File: src/rtl/safe_code_entry_if.sv
// ---------------------------------------------------------------------------
// safe_code_entry_if
//   Bundles the push-button inputs and display/status outputs of the safe
//   code-entry controller.
//
//   Signals:
//     key_inc, key_next, key_enter : synchronized button levels
//     digit_val    [2*NDIG-1:0]    : per-digit value, digit i = [2i+1:2i]
//     digit_en     [NDIG-1:0]      : per-digit flash enable
//     digit_interx [NDIG-1:0]      : per-digit one-cycle flash interrupt
//     unlocked                     : high while the safe is open
//     alarm                        : high while in lockout
//     tries_left   [1:0]           : remaining attempts
//
//   Modports:
//     master : drives the keys and observes the outputs (button front end / bench)
//     slave  : the controller itself
// ---------------------------------------------------------------------------
interface safe_code_entry_if #(
  parameter int NDIG = 4
);
  logic                 key_inc;
  logic                 key_next;
  logic                 key_enter;
  logic [2*NDIG-1:0]    digit_val;
  logic [NDIG-1:0]      digit_en;
  logic [NDIG-1:0]      digit_interx;
  logic                 unlocked;
  logic                 alarm;
  logic [1:0]           tries_left;

  modport master (
    output key_inc, key_next, key_enter,
    input  digit_val, digit_en, digit_interx, unlocked, alarm, tries_left
  );

  modport slave (
    input  key_inc, key_next, key_enter,
    output digit_val, digit_en, digit_interx, unlocked, alarm, tries_left
  );
endinterface

File: src/rtl/safe_code_entry.sv
// ---------------------------------------------------------------------------
// safe_code_entry
//   Upstream controller for the safe's per-digit hex display stages. The user
//   dials NDIG 2-bit digits with the inc/next keys and submits with enter.
//   A matching code opens the safe; MAX_TRIES wrong codes cause a timed
//   lockout of LOCK_CYCLES clocks.
//
//   Ports:
//     clk   : system clock
//     reset : asynchronous reset, active low
//     bus   : safe_code_entry_if.slave (keys in; digit_val, digit_en,
//             digit_interx, unlocked, alarm, tries_left out)
//
//   Optional feature:
//     SAFE_CODE_ENTRY_AUTOCLEAR_EN - when defined, TIMEOUT_CYCLES clocks in
//     ENTRY without an accepted key edge clear the dialled digits.
//
//   All outputs are registered.
// ---------------------------------------------------------------------------
module safe_code_entry #(
  parameter int               NDIG        = 4,
  parameter logic [2*NDIG-1:0] COMBO      = 8'b10_01_11_00,
  parameter int               MAX_TRIES   = 3,
  parameter logic [15:0]      LOCK_CYCLES = 16'd4096
`ifdef SAFE_CODE_ENTRY_AUTOCLEAR_EN
  ,
  parameter logic [15:0]      TIMEOUT_CYCLES = 16'd50000
`endif
) (
  input  logic                clk,
  input  logic                reset,
  safe_code_entry_if.slave    bus
);

  localparam int SEL_W = $clog2(NDIG);
  localparam logic [NDIG-1:0]  ONE_HOT0  = {{(NDIG-1){1'b0}}, 1'b1};
  localparam logic [NDIG-1:0]  ALL_ONES  = {NDIG{1'b1}};
  localparam logic [1:0]       TRIES_MAX = 2'(MAX_TRIES);

  typedef enum logic [1:0] {
    ST_ENTRY   = 2'd0,
    ST_OPEN    = 2'd1,
    ST_LOCKOUT = 2'd2
  } state_e;

  state_e              state_q,    state_d;
  logic [SEL_W-1:0]    sel_q,      sel_d;
  logic [2*NDIG-1:0]   digits_q,   digits_d;
  logic [NDIG-1:0]     en_q,       en_d;
  logic [NDIG-1:0]     interx_q,   interx_d;
  logic                unlocked_q, unlocked_d;
  logic                alarm_q,    alarm_d;
  logic [1:0]          tries_q,    tries_d;
  logic [15:0]         lock_cnt_q, lock_cnt_d;
  logic                inc_q,  next_q,  enter_q;
`ifdef SAFE_CODE_ENTRY_AUTOCLEAR_EN
  logic [15:0]         idle_q,     idle_d;
`endif

  logic inc_rise, next_rise, enter_rise;
  logic [SEL_W-1:0] sel_inc;

  assign inc_rise   = bus.key_inc   & ~inc_q;
  assign next_rise  = bus.key_next  & ~next_q;
  assign enter_rise = bus.key_enter & ~enter_q;

  assign sel_inc = (sel_q == SEL_W'(NDIG-1)) ? '0 : sel_q + 1'b1;

  // NOTE: every signal written here gets a default first, so no path leaves
  // a value unassigned and no latch is inferred.
  always_comb begin
    state_d    = state_q;
    sel_d      = sel_q;
    digits_d   = digits_q;
    en_d       = en_q;
    interx_d   = '0;
    unlocked_d = unlocked_q;
    alarm_d    = alarm_q;
    tries_d    = tries_q;
    lock_cnt_d = lock_cnt_q;
`ifdef SAFE_CODE_ENTRY_AUTOCLEAR_EN
    // Held at the reload value outside ENTRY, so entering ENTRY starts a
    // fresh idle period.
    idle_d     = TIMEOUT_CYCLES - 16'd1;
`endif

    unique case (state_q)
      ST_ENTRY: begin
        // Priority enter > next > inc; lower edges in the same cycle are dropped.
        if (enter_rise) begin
          if (digits_q == COMBO) begin
            state_d    = ST_OPEN;
            unlocked_d = 1'b1;
            tries_d    = TRIES_MAX;
            en_d       = '0;
            interx_d   = ALL_ONES;
          end else if (tries_q > 2'd1) begin
            tries_d  = tries_q - 2'd1;
            digits_d = '0;
            sel_d    = '0;
            en_d     = ONE_HOT0;
          end else begin
            state_d    = ST_LOCKOUT;
            tries_d    = 2'd0;
            alarm_d    = 1'b1;
            lock_cnt_d = LOCK_CYCLES - 16'd1;
            digits_d   = '0;
            sel_d      = '0;
            en_d       = ALL_ONES;
            interx_d   = ALL_ONES;
          end
        end else if (next_rise) begin
          // Interrupt the stage being left so it is not stuck blank.
          interx_d[sel_q] = 1'b1;
          sel_d           = sel_inc;
          en_d            = ONE_HOT0 << sel_inc;
        end else if (inc_rise) begin
          digits_d[2*sel_q +: 2] = digits_q[2*sel_q +: 2] + 2'd1;
          interx_d[sel_q]        = 1'b1;
        end
`ifdef SAFE_CODE_ENTRY_AUTOCLEAR_EN
        if (!(enter_rise || next_rise || inc_rise)) begin
          if (idle_q == 16'd0) begin
            digits_d = '0;
            sel_d    = '0;
            en_d     = ONE_HOT0;
            interx_d = ALL_ONES;
          end else begin
            idle_d = idle_q - 16'd1;
          end
        end
`endif
      end

      ST_OPEN: begin
        if (enter_rise) begin
          state_d    = ST_ENTRY;
          digits_d   = '0;
          sel_d      = '0;
          unlocked_d = 1'b0;
          tries_d    = TRIES_MAX;
          en_d       = ONE_HOT0;
          interx_d   = ALL_ONES;
        end
      end

      ST_LOCKOUT: begin
        if (lock_cnt_q == 16'd0) begin
          state_d  = ST_ENTRY;
          alarm_d  = 1'b0;
          tries_d  = TRIES_MAX;
          sel_d    = '0;
          en_d     = ONE_HOT0;
          interx_d = ALL_ONES;
        end else begin
          lock_cnt_d = lock_cnt_q - 16'd1;
        end
      end

      default: begin
        state_d = ST_ENTRY;
      end
    endcase

    // Back-to-back actions on one stage must not stretch its interrupt.
    interx_d = interx_d & ~interx_q;
  end

  // NOTE: sequential state uses non-blocking assignments so every flop
  // samples the pre-edge values computed above.
  always_ff @(posedge clk or negedge reset) begin
    if (!reset) begin
      state_q    <= ST_ENTRY;
      sel_q      <= '0;
      digits_q   <= '0;
      en_q       <= ONE_HOT0;
      interx_q   <= '0;
      unlocked_q <= 1'b0;
      alarm_q    <= 1'b0;
      tries_q    <= TRIES_MAX;
      lock_cnt_q <= '0;
      // Key history resets high: a key held through reset release is not a press.
      inc_q      <= 1'b1;
      next_q     <= 1'b1;
      enter_q    <= 1'b1;
`ifdef SAFE_CODE_ENTRY_AUTOCLEAR_EN
      idle_q     <= TIMEOUT_CYCLES - 16'd1;
`endif
    end else begin
      state_q    <= state_d;
      sel_q      <= sel_d;
      digits_q   <= digits_d;
      en_q       <= en_d;
      interx_q   <= interx_d;
      unlocked_q <= unlocked_d;
      alarm_q    <= alarm_d;
      tries_q    <= tries_d;
      lock_cnt_q <= lock_cnt_d;
      inc_q      <= bus.key_inc;
      next_q     <= bus.key_next;
      enter_q    <= bus.key_enter;
`ifdef SAFE_CODE_ENTRY_AUTOCLEAR_EN
      idle_q     <= idle_d;
`endif
    end
  end

  assign bus.digit_val    = digits_q;
  assign bus.digit_en     = en_q;
  assign bus.digit_interx = interx_q;
  assign bus.unlocked     = unlocked_q;
  assign bus.alarm        = alarm_q;
  assign bus.tries_left   = tries_q;

endmodule

File: src/flat_wrapper.sv
// flat-port wrapper written by rule: the top's interface ports become plain ports
module safe_code_entry_flat 
#(
  parameter int               NDIG        = 4,
  parameter logic [2*NDIG-1:0] COMBO      = 8'b10_01_11_00,
  parameter int               MAX_TRIES   = 3,
  parameter logic [15:0]      LOCK_CYCLES = 16'd4096

)
  (clk, reset, bus_key_inc, bus_key_next, bus_key_enter, bus_digit_val, bus_digit_en, bus_digit_interx, bus_unlocked, bus_alarm, bus_tries_left);
  safe_code_entry_if #(.NDIG(NDIG)) bus_i ();
  input  logic clk;
  input  logic reset;
  input wire logic [$bits(bus_i.key_inc)-1:0] bus_key_inc;
  input wire logic [$bits(bus_i.key_next)-1:0] bus_key_next;
  input wire logic [$bits(bus_i.key_enter)-1:0] bus_key_enter;
  output wire logic [$bits(bus_i.digit_val)-1:0] bus_digit_val;
  output wire logic [$bits(bus_i.digit_en)-1:0] bus_digit_en;
  output wire logic [$bits(bus_i.digit_interx)-1:0] bus_digit_interx;
  output wire logic [$bits(bus_i.unlocked)-1:0] bus_unlocked;
  output wire logic [$bits(bus_i.alarm)-1:0] bus_alarm;
  output wire logic [$bits(bus_i.tries_left)-1:0] bus_tries_left;
  assign bus_i.key_inc = bus_key_inc;
  assign bus_i.key_next = bus_key_next;
  assign bus_i.key_enter = bus_key_enter;
  assign bus_digit_val = bus_i.digit_val;
  assign bus_digit_en = bus_i.digit_en;
  assign bus_digit_interx = bus_i.digit_interx;
  assign bus_unlocked = bus_i.unlocked;
  assign bus_alarm = bus_i.alarm;
  assign bus_tries_left = bus_i.tries_left;
  safe_code_entry #(.NDIG(NDIG), .COMBO(COMBO), .MAX_TRIES(MAX_TRIES), .LOCK_CYCLES(LOCK_CYCLES)) u_core (.clk(clk), .reset(reset), .bus(bus_i));
endmodule
File: config.mk
export PLATFORM = sky130hd
export DESIGN_NAME = safe_code_entry_flat
export DESIGN_NICKNAME = d
export VERILOG_FILES = /design/src/rtl/safe_code_entry_if.sv /design/src/rtl/safe_code_entry.sv /design/src/flat_wrapper.sv
export SDC_FILE = /design/constraint.sdc
export NUM_CORES = 1
export LEC_CHECK = 0
export ABC_AREA = 1
export CORE_MARGIN = 4
export CORE_UTILIZATION = 52
export CTS_CLUSTER_DIAMETER = 80
export DETAILED_ROUTE_END_ITERATION = 8
export GPL_TIMING_DRIVEN = 0
export HOLD_SLACK_MARGIN = 0.12
export PLACE_DENSITY = 0.74
export SLEW_MARGIN = 20
export SYNTH_ARGS = -nofsm -noshare
export SYNTH_HDL_FRONTEND = slang
export SYNTH_SLANG_ARGS = --single-unit
File: constraint.sdc
create_clock -name clk -period 1.7 [get_ports clk]
set_input_delay 0.425 -clock clk [delete_from_list [all_inputs] [get_ports clk]]
set_output_delay 0.425 -clock clk [all_outputs]
set_load 0.005 [all_outputs]
======== Word level (Yosys, flattened, before mapping) ========
Index checks and enable logic that the tools add are counted.
cells by class
  shifts and indexed selects .............. 4
  add/subtract/negate cells ............... 5
  order comparisons ....................... 3
  equality and inequality tests ........... 16
  reductions and logical operators ........ 14
  bitwise operators ....................... 8
  mux-type cells .......................... 55
operators by type and width
  operator                  number
  $mux W16                  4
  $mux W4                   13
  $mux W8                   5
  $neg A3 Y34               1
  $shift A2 B34 Y8 const A  1
  $shiftx A2 B34 Y8         1
  $pmux W16 S2              1
  $mux W2                   14
  $pmux W4 S3               2
  $reduce_and A5 Y1         4
  $pmux W2 S3               3
  $logic_not A16 Y1         1
  $pmux W8 S2               1
  $reduce_and A4 Y1         4
  $sub A16 B1 Y16 const B   1
  $bwmux W8                 1
  $eq A8 B8 Y1 const B      1
  $mux W1                   8
  $ne A2 B1 Y1 const B      4
  $shiftx A8 B4 Y2          1
  $ne A2 B2 Y1 const B      3
  $ne A3 B1 Y1 const B      2
  $ne A3 B3 Y1 const B      2
  $add A2 B1 Y2 const B     2
  18 further kinds          25
word-level totals
  register bits after elaboration ......... 43
  word-level logic and storage cells ...... 117
  bits of input ports ..................... 5

======== Logic depth before layout (Yosys ltp) ========
  depth after elaboration ................. 9
  mapped depth ............................ 11
  mapped depth without buffers ............ 10

======== Worst setup path before layout ========
Ideal clock, no wire load.
  path kind ............................... flip-flop to flip-flop
  start ................................... register u_core.sel_q[0]
  end ..................................... register u_core.digits_q[4] (netlist: u_core.bus.digit_val[4])
  arrival time ............................ 1.471 ns
  clock period less this slack ............ 1.554 ns
  path slack .............................. 0.146 ns
  stages on the path, launching flop included .. 10
  path through ............................ dfrtp_1 -> inv_2 -> buf_6 -> ha_1 -> inv_1 -> nor2_1 -> inv_1 -> nor2_1 -> nand3_1 -> o21ai_0
on the way
  longest elaborated chain between the ends .. 8
ends and longest elaborated chain
  element                 line                    source
  from (decl)             safe_code_entry.sv:47   logic [SEL_W-1:0] sel_q, sel_d;
  from (signal assigned)  safe_code_entry.sv:191  sel_q <= sel_d;
  $shiftx A8 B4 Y2        safe_code_entry.sv:118  digits_d[2*sel_q +: 2] = digits_q[2*sel_q +: 2] + 2'd1;
  $add A2 B1 Y2           safe_code_entry.sv:118
  $shiftx A2 B34 Y8       safe_code_entry.sv:118
  $bwmux W8 *             safe_code_entry.sv:118
  $mux W8 *               safe_code_entry.sv:117  end else if (inc_rise) begin
  $mux W8 *               safe_code_entry.sv:112  end else if (next_rise) begin
  $mux W8 *               safe_code_entry.sv:90   if (enter_rise) begin
  $pmux W8 S2 *           safe_code_entry.sv:87   unique case (state_q)
  to (signal assigned)    safe_code_entry.sv:192  digits_q <= digits_d;
  to (decl)               safe_code_entry.sv:48   logic [2*NDIG-1:0] digits_q, digits_d;
Mark *: on every way between the ends. The rest lies on a longest branch, timed or not. The select of a mux whose other input is x is not followed.
A chain may end at the register's enable or synchronous reset.

======== Worst setup path after layout ========
  start ................................... register u_core.digits_q[4] (netlist: u_core.bus.digit_val[4])
  end ..................................... output port bus_digit_val[4]
RTL lines
  element    line                source
  to (decl)  flat_wrapper.sv:17  output wire logic [$bits(bus_i.digit_val)-1:0] bus_digit_val;
No word-level cell between the ends.

==> qor.txt <==
status: finished clean
Tightest Pin Transition: 0.534 ns
synth warn: 0
fmax: 606 MHz
final hold vios: 0
top-area cell type share of the netlist area: 32.8%
gr usage total: 20.9%
Rows: 26
post-route cell area: 3490 um^2
WP data required: 1.27 ns
post-DR vias/cell: 5.15
Leakage: 1.72 nW
WS Path Type: reg2out
Die Span X: 81.7 um
H-tree depth: 2
period utilization: 97.1%
final net count: 467
MaxCap Viol Count: 0
die area: 6670 um^2
Synth Area per Inst: 7.04 um^2
CP Buf/Inv Count: 1
Crit. End Element: output pin
VDD IR-drop max: 0.720 mV
sequential area share after synthesis: 38.4%
Layout Skew: 0.00844 ns
pre-CTS setup slack: -0.240 ns
Period minus WS final: 1.65 ns
# fillers: 440
Synth area leader: dfrtp_1
CTS Sinks: 43
crit-path cells: clkdlybuf4s50_1
Seq cells post-synth: 43
CTS Buf Count: 5
Hold Path Class: reg2reg
Cell variety after synth: 28
Synth Net Count: 419
Mapped Cells: 401
# IOs: 25
CP Max Fanout: 4
DR vias: 2677
Clock power frac: 15.0%
P_int: 2.97 mW
Critical-path top delay cell: clkdlybuf4s50_1
DR pass1 iterations: 4
mapped cell area: 2820 um^2
number of DRC markers in iteration 0: 177
later-pin clock latency in the skew report: 0.30 ns
max incr delay on CP: 0.52 ns
Final ANT Viol Nets: 0
wire per inst: 12.8 um
Bufs on Longest Clock Path: 2
Placer Congestion: 0.919
Sw Pwr: 2.26 mW
layout cells sized above 1: 20.4%
DPL Wire Length: 4.74 mm
die height: 81.7 um
Slew Viols, Final: 0
PortBufs: 24
# DRC: 0
ys flop type: dfrtp_1
top cells by count, synth: 142 x nand2_1, 43 x nor2_1, 39 x nand3_1
final WL: 6.64 mm
core box area: 5170 um^2
largest net degree at the start of global routing: 23
Root Buffer: clkbuf_8
CTS tree: done
final setup violating endpoints: 0
Area Overhead vs Synth: 23.7%
vias in the first global route: 2462
Worst Setup Start Kind: flip-flop
Seq pwr share: 31.6%
clk slew on worst S/H paths: 0.08 ns
top post-synthesis cells by area: dfrtp_1 33%, nand2_1 19%, nand3_1 6.9%
Crit path max-delay family: buffers and inverters
Initial Util: 54.6%
Synth async-reset ratio: 100%
critical path data arrival time: 1.23 ns
area post-placement: 3170 um^2
sw frac: 43.2%
initial antenna violation count: 0
Relative slew margins: 64.4%
RSZ-0062 raised after global routing: true
combinational fraction of design power: 53.4%
top-count cell post-synth: nand2_1
final worst setup slack: 0.0487 ns
setup_tns: 0 ns
first-pass GRT wire length: 11.0 mm
total gr overflow: 0
pwr/cell area: 1500 nW/um^2
Antenna diodes: 0
number of flops mapped to enable cells by yosys: 0
[area by class of cell]
type,count,area [um^2],share of cell area [%]
clock buffer,7,76.3,2.18
buffer,4,37.5,1.07
inverter,38,149,4.26
clock inverter,1,30.0,0.860
sequential,43,1090,31.2
tap,70,87.6,2.51
timing repair buffer,41,387,11.1
multi-input combinational,316,1640,46.9
[what timing repair did]
action,4_1_cts,5_1_grt
pin swaps,0,6
gates resized for setup,8,25
hold buffers,1,0
setup endpoints to repair,13,43
setup buffers,2,13
endpoints found under the hold margin,19,0
[state kept, by name, indices dropped and copies added (netlist names), 2 cells and up]
| signal | cells |
|---|---|
| u_core.bus.tries_left | 2 |
| u_core.bus.digit_val | 8 |
| u_core.bus.digit_en | 4 |
| u_core.state_q | 2 |
| u_core.bus.digit_interx | 4 |
| u_core.lock_cnt_q | 16 |
| u_core.sel_q | 2 |
[per-layer routing]
metal	vias to the layer above	share of wire (%)	global-route usage, %
met5	-	0	0
met4	0	1.5	6.31
met3	12	4.1	3.73
met2	69	45	32.7
met1	1226	49	29.6
li1	1370	-	-
[path summary, 6_finish.rpt]
check                                   startpoint                       end  slack [ns]  cells past startpoint
max reg2reg                      u_core.state_q[0]           u_core.sel_q[0]        0.06                      9
min in group asynchronous                    reset      u_core.lock_cnt_q[9]        0.63                      2
max                        u_core.bus.digit_val[4]          bus_digit_val[4]        0.05                      1
min                         u_core.bus.digit_en[0]    u_core.bus.digit_en[0]        0.49                      2
max in group asynchronous                    reset  u_core.bus.tries_left[0]        0.50                      3
min reg2reg                 u_core.bus.digit_en[0]    u_core.bus.digit_en[0]        0.49                      2
[cell usage in the layout (no fill, tap or decap), types with 2 or more instances in the layout]
| cell type | n |
|---|---|
| clkdlybuf4s50_1 | 18 |
| nand3_1 | 37 |
| clkbuf_1 | 3 |
| ha_1 | 9 |
| a21oi_1 | 4 |
| inv_1 | 29 |
| buf_6 | 3 |
| nor2_4 | 2 |
| nand2_4 | 5 |
| o21ai_1 | 18 |
| dfstp_2 | 6 |
| nand3b_1 | 4 |
| or2_2 | 9 |
| dfrtp_2 | 4 |
| dlymetal6s2s_1 | 2 |
| o21ai_0 | 10 |
| buf_4 | 15 |
| nand3_2 | 6 |
| clkbuf_8 | 5 |
| o21ai_2 | 2 |
| nor2_2 | 9 |
| nor2_1 | 39 |
| dfrtp_1 | 33 |
| ha_4 | 2 |
| o211ai_1 | 2 |
| ha_2 | 2 |
| nand2_1 | 142 |
| inv_2 | 7 |
| nand2_2 | 7 |
| dlygate4sd2_1 | 3 |
[stage by stage]
step	util (%)	std cells	power, mW	hold slack [ns]
2_1_floorplan	-	401	3.41	0.129
3_3_place_gp	60.9	495	4.08	0.468
3_5_place_dp	61.4	496	4.14	0.436
4_1_cts	64.1	507	4.97	0.500
5_1_grt	67.5	520	5.70	0.521
6_report	67.5	520	5.23	0.488
[power by group through the flow]
stage	Clock, mW	Combinational, mW	Sequential [mW]
3_3_place_gp	0	2.37	1.71
2_1_floorplan	0	1.77	1.64
3_5_place_dp	0	2.43	1.71
5_1_grt	0.846	3.16	1.70
4_1_cts	0.801	2.49	1.68
6_report	0.786	2.79	1.65
[cell families after synthesis]
group	Yosys count	share of synthesized area, %
flops	43	38.4
compound gates	37	6.87
simple gates	266	42.6
fa+ha+maj	13	5.76
buf+inv	42	6.38
Power figures use the tool's default switching activity.
